### config.mk
export PLATFORM = sky130hd
export DESIGN_NAME = hello_seq
export DESIGN_NICKNAME = d
export VERILOG_FILES = /design/src/rtl/hello_pkg.sv /design/src/rtl/hello_seq_dly.sv /design/src/rtl/hello_seq.sv
export SDC_FILE = /design/constraint.sdc
export NUM_CORES = 1
export LEC_CHECK = 0
export ABC_AREA = 0
export CAP_MARGIN = 5
export CORE_AREA = 2 2 79 81
export CTS_BUF_LIST = sky130_fd_sc_hd__clkbuf_8
export CTS_CLUSTER_DIAMETER = 150
export DETAILED_ROUTE_END_ITERATION = 10
export DIE_AREA = 0 0 81 83
export DONT_BUFFER_PORTS = 1
export PLACE_DENSITY = 0.79
export SYNTH_ARGS = -nofsm -noshare
export SYNTH_HDL_FRONTEND = slang
export SYNTH_HIERARCHICAL = 1
export SYNTH_SLANG_ARGS = --single-unit
### constraint.sdc
create_clock -name clk -period 2.9 [get_ports clk]
set_clock_uncertainty 0.1 [all_clocks]
set_input_delay 0.58 -clock clk [delete_from_list [all_inputs] [get_ports clk]]
set_output_delay 0.58 -clock clk [all_outputs]
set_load 0.05 [all_outputs]
### src/rtl/hello_pkg.sv
// Shared types and default sizes for the hello pulse-train sequencer.
package hello_pkg;

    localparam int HELLO_CNT_W = 16;
    localparam int HELLO_NUM_W = 8;
    localparam int HELLO_LAT   = 1;

    typedef enum logic [2:0] {
        IDLE,
        HIGH,
        LOW,
        DRAIN,
        DONE
    } hello_seq_state_t;

endpackage

### src/rtl/hello_seq_dly.sv
// LAT-deep shift register that mirrors the hello datapath latency.
// Only instantiated when HELLO_SEQ_CHECK_EN is defined.
module hello_seq_dly
    import hello_pkg::*;
#(
    parameter int LAT = HELLO_LAT
) (
    input  logic clk,
    input  logic rst,
    input  logic i_d,
    output logic o_q
);

    logic [LAT-1:0] r_sr;

    // Shift the drive value one stage per cycle; stage LAT-1 is LAT cycles old.
    always_ff @(posedge clk) begin
        if (rst) begin
            r_sr <= '0;
        end else begin
            r_sr[0] <= i_d;
            for (int i = 1; i < LAT; i++) begin
                r_sr[i] <= r_sr[i-1];
            end
        end
    end

    assign o_q = r_sr[LAT-1];

endmodule

### src/rtl/hello_seq.sv
// Pulse-train sequencer driving the hello flop d input.
// Emits num_pulses high/low pairs of half_period cycles each, drains the
// datapath latency, then pulses done. Defining HELLO_SEQ_CHECK_EN adds a
// q_in-vs-delayed-d_out comparator driving the sticky err flag.
module hello_seq
    import hello_pkg::*;
#(
    parameter int CNT_W = HELLO_CNT_W,
    parameter int NUM_W = HELLO_NUM_W,
    parameter int LAT   = HELLO_LAT
) (
    input  logic             clk,
    input  logic             rst,
    input  logic             start,
    input  logic             abort,
    input  logic [CNT_W-1:0] half_period,
    input  logic [NUM_W-1:0] num_pulses,
    output logic             busy,
    output logic             done,
    output logic             d_out,
    input  logic             q_in,
    output logic [NUM_W-1:0] pulse_cnt,
    output logic             err
);

    // Drain counter is 4 bits since LAT is limited to 1..15.
    localparam logic [3:0] LAT_M1 = 4'(LAT - 1);

    hello_seq_state_t r_state;
    logic             r_busy;
    logic             r_done;
    logic             r_d;
    logic [NUM_W-1:0] r_pulse_cnt;
    logic [NUM_W-1:0] r_num;
    logic [CNT_W-1:0] r_hp;
    logic [CNT_W-1:0] r_phase;
    logic [3:0]       r_drain;

    logic [CNT_W-1:0] w_hp_eff;
    logic [NUM_W-1:0] w_pc_next;

    // A zero half-period behaves as one cycle per phase.
    assign w_hp_eff  = (half_period == '0) ? {{(CNT_W-1){1'b0}}, 1'b1} : half_period;
    assign w_pc_next = r_pulse_cnt + 1'b1;

    // Sequencer FSM; phase counter runs hp-1 down to 0 so hp=2^CNT_W-1 fits.
    always_ff @(posedge clk) begin
        if (rst) begin
            r_state     <= IDLE;
            r_busy      <= 1'b0;
            r_done      <= 1'b0;
            r_d         <= 1'b0;
            r_pulse_cnt <= '0;
            r_num       <= '0;
            r_hp        <= '0;
            r_phase     <= '0;
            r_drain     <= '0;
        end else begin
            case (r_state)
                IDLE: begin
                    r_done <= 1'b0;
                    if (start) begin
                        r_hp        <= w_hp_eff;
                        r_num       <= num_pulses;
                        r_pulse_cnt <= '0;
                        r_busy      <= 1'b1;
                        if (num_pulses == '0) begin
                            r_state <= DRAIN;
                            r_drain <= LAT_M1;
                            r_d     <= 1'b0;
                        end else begin
                            r_state <= HIGH;
                            r_phase <= w_hp_eff - 1'b1;
                            r_d     <= 1'b1;
                        end
                    end
                end
                HIGH: begin
                    if (abort) begin
                        r_state <= DRAIN;
                        r_drain <= LAT_M1;
                        r_d     <= 1'b0;
                    end else if (r_phase == '0) begin
                        r_state <= LOW;
                        r_phase <= r_hp - 1'b1;
                        r_d     <= 1'b0;
                    end else begin
                        r_phase <= r_phase - 1'b1;
                    end
                end
                LOW: begin
                    // Abort wins over a phase end: the partial pulse is not counted.
                    if (abort) begin
                        r_state <= DRAIN;
                        r_drain <= LAT_M1;
                        r_d     <= 1'b0;
                    end else if (r_phase == '0) begin
                        r_pulse_cnt <= w_pc_next;
                        if (w_pc_next == r_num) begin
                            r_state <= DRAIN;
                            r_drain <= LAT_M1;
                        end else begin
                            r_state <= HIGH;
                            r_phase <= r_hp - 1'b1;
                            r_d     <= 1'b1;
                        end
                    end else begin
                        r_phase <= r_phase - 1'b1;
                    end
                end
                DRAIN: begin
                    if (r_drain == '0) begin
                        r_state <= DONE;
                        r_done  <= 1'b1;
                    end else begin
                        r_drain <= r_drain - 1'b1;
                    end
                end
                DONE: begin
                    r_state <= IDLE;
                    r_done  <= 1'b0;
                    r_busy  <= 1'b0;
                end
                default: begin
                    r_state <= IDLE;
                    r_busy  <= 1'b0;
                    r_done  <= 1'b0;
                    r_d     <= 1'b0;
                end
            endcase
        end
    end

    assign busy      = r_busy;
    assign done      = r_done;
    assign d_out     = r_d;
    assign pulse_cnt = r_pulse_cnt;

`ifdef HELLO_SEQ_CHECK_EN
    // Cycle k after start acceptance is checked once k reaches LAT+1.
    localparam logic [4:0] CHK_FIRST = 5'(LAT + 1);

    logic [4:0] r_elapsed;
    logic       r_err;
    logic       w_d_dly;
    logic       w_in_window;

    hello_seq_dly #(.LAT(LAT)) u_dly (
        .clk (clk),
        .rst (rst),
        .i_d (r_d),
        .o_q (w_d_dly)
    );

    assign w_in_window = ((r_state == HIGH) || (r_state == LOW) || (r_state == DRAIN)) &&
                         (r_elapsed == CHK_FIRST);

    // Track cycles since start (saturating) and latch any q_in mismatch.
    always_ff @(posedge clk) begin
        if (rst) begin
            r_elapsed <= '0;
            r_err     <= 1'b0;
        end else if ((r_state == IDLE) && start) begin
            r_elapsed <= 5'd1;
            r_err     <= 1'b0;
        end else begin
            if (r_busy && (r_elapsed != CHK_FIRST)) begin
                r_elapsed <= r_elapsed + 5'd1;
            end
            if (w_in_window && (q_in != w_d_dly)) begin
                r_err <= 1'b1;
            end
        end
    end

    assign err = r_err;
`else
    logic w_unused_q;
    assign w_unused_q = q_in;
    assign err        = 1'b0;
`endif

endmodule

==> run summary, run 1 <==
Total Wirelength = 9020 um
Synth Net Count = 495
Setup TNS = 0 ps
1st-pass router iterations = 5
Peak supply drop = 0.461 mV
Synth warn = 6
Post-synth top area cell = dfxtp_1
Final Hold Fails = 0
Worst Hold Class = input pin to flop
Area contributors post-synth = dfxtp_1 34%, nand2_1 7.2%, a21oi_1 7.1%
Hold_buf cts = 0
Status = complete, no violations
Initial Util = 59.5%
Clk slew on worst S/H paths = 70 ps
CP startpoint = r_state[1]
GRT Total Usage = 27.8%
RSZ-0062 raised after global routing = no
N_diodes = 0
Routed Antenna Nets = 0
Mapped Area = 3460 um^2
Post-synthesis sequential area ratio = 33.6%
EDFF count, synth = 0
Core Area = 5820 um^2
CP arrival = 2860 ps
DR iter-0 viols = 381
DR DRC count = 0
Post-synthesis async set-or-reset flop share = 0%
Die ar. = 6720 um^2
Synth top cells by count = 66 x nand2_1, 58 x dfxtp_1, 49 x a21oi_1
Final setup viols = 0
Crit. End Element = flop
Syn avg cell area = 7.49 um^2
Max frequency = 368 MHz
Gate power share = 54.1%
Cell depth of the worst flop-to-flop path = 7
Root Driver = clkbuf_8
Minimum clock period after layout = 2720 ps
Critical-path cell list = xnor2_2 -> or2_4 -> mux2_4 -> a31oi_4 -> nand4_4 -> or4_1 -> a311oi_1
Switching part of the total power = 46.2%
Yosys top cell area share = 33.6%
Vias in the first global route = 3083
Post-Place Setup Slack = 17.2 ps
Max incr delay on CP = 540 ps
Cells after Synth = 462
CTS Buffer Depth = 2
Crit path buf inv count = 0
Synth Register Bits = 58
H-tree depth = 3
Leakage power = 0.00138 uW
FF-to-FF setup slack = 180 ps
Library cells used by synthesis = 62
Max-slew headroom = 37.5%
First-pass GRT wire length = 14700 um
Avg Vias per Cell = 6.35
Req. time, crit path = 3050 ps
Most numerous cell in the Yosys netlist = nand2_1
Worst-Margin Slew = 936 ps
Startpoint Class = flop
Slowest CP cell = or4_1
P per Cell Area = 1080 nW/um^2
Max Slew Vio Count = 0
Grt ovf = 0
CP Class = flop to flop
Initial antenna violation count = 0
Worst Path Max Fanout = 10
Gpl congestion = 0.907
Layout Nets = 496
Final worst-path cycle share = 93.6%
Row cnt = 28
I/O Buffers = 0
Synth Flop Type = dfxtp_1
Pin count of the biggest net entering global routing = 56
IO Count = 41
Hpwl dp = 6280 um
TritonCTS clock tree = done
P&R area growth vs syn = 10.1%
Net Sw Power = 1890 uW
Post-CTS Repair Setup Buffers = 0
RR Startpoint = r_state[1]
Die X = 81 um
Worst-Skew Late Latency = 350 ps
R2r endpoint = r_phase[15]
Final WS setup = 185 ps
Reg power frac = 29.1%
Clock power share = 16.8%
Max Cap Violations = 0
Int Power = 2200 uW
Layout cells sized above 1 = 11.8%
Die Height = 83 um
Via count = 3450
CTS Buf Count = 9
Critical path depth = 7
Delay-heaviest family, CP = simple AND/OR/NAND/NOR gates
CTS sink cnt = 58
Drt wl/cell = 16.6 um
CTS resizes = 0
Crit path capture = r_phase[15]
[flip-flops by register name, indices dropped and copies added (netlist names)]
signal and count:
r_hp 16, r_phase 16, pulse_cnt 8, r_num 8, r_drain 4, r_state 3
busy 1, d_out 1, done 1
[stage by stage]
stage	cells	hold slack (ps)	power [uW]	utilization [%]	cell area [um^2]
6_report	543	195	4090	65.5	3810
5_1_grt	543	186	4380	65.5	3810
4_1_cts	543	193	4050	65.3	3800
3_5_place_dp	527	349	3350	62.2	3620
3_3_place_gp	527	341	3280	62.2	3620
2_1_floorplan	462	336	2910	-	3500
[area by class of cell]
cell class	count	area (um^2)
Timing Repair Buffer	21	158
Multi-Input combinational cell	368	2190
Fill cell	522	2010
Sequential cell	58	1160
Inverter	5	18.8
Clock buffer	12	165
Tap cell	75	93.8
Clock inverter	4	17.5
[power by group through the flow]
stage	Combinational, uW	Clock (uW)	Sequential, uW
finish	2210	690	1190
global route	2430	735	1210
CTS	2160	697	1180
detailed placement	2150	0	1200
global placement	2090	0	1190
floorplan	1750	0	1160
[layer usage]
metal / global-route usage [%] / vias to the layer above / wire length [um]
li1: - / 1690 / -
met1: 38.3 / 1597 / 3960
met2: 41.8 / 137 / 4050
met3: 6.20 / 26 / 718
met4: 11.4 / 0 / 289
met5: 0 / - / 0
[kinds of logic after synthesis]
family          after synthesis  share of synthesized area [%]
fa+ha+maj                     4                           1.45
xor+xnor                     15                           3.80
other cells                   1                          0.108
mux                           5                           1.59
buf+inv                      36                           4.23
flops                        58                           33.6
simple gates                197                           27.9
compound gates              146                           27.4
[cell usage in the layout (no fill, tap or decap), drive strengths merged, types with 5 or more instances in the layout]
cell,count
a21o,7
o21ai,29
a31oi,15
nand3,14
a311oi,7
nor4,5
a211oi,11
dfxtp,58
or4,6
nor3,18
or3,5
buf,21
inv,7
clkbuf,12
nand2,66
xor2,6
nand2b,5
xnor2,9
nor2,47
and4,6
a21oi,50
[worst min-delay path by stage]
stage / slack, ps / to / cells past startpoint / startpoint
after floorplan: 340 / r_hp[13] / 2 / r_hp[13]
after global placement: 340 / r_hp[15] / 2 / r_hp[15]
after detailed placement: 350 / r_hp[14] / 2 / r_hp[14]
after CTS: 190 / r_num[7] / 1 / rst
after global routing: 190 / r_num[1] / 1 / rst
final: 190 / pulse_cnt[7] / 1 / rst
Power figures use the tool's default switching activity.
==> inputs of run 2 (changes only) <==
Settings changed: SKIP_CTS_REPAIR_TIMING from default to 1, SLEW_MARGIN from default to 10.
==> results of run 2 <==
The final DEF is identical to that of run 1; final timing and power are the same.
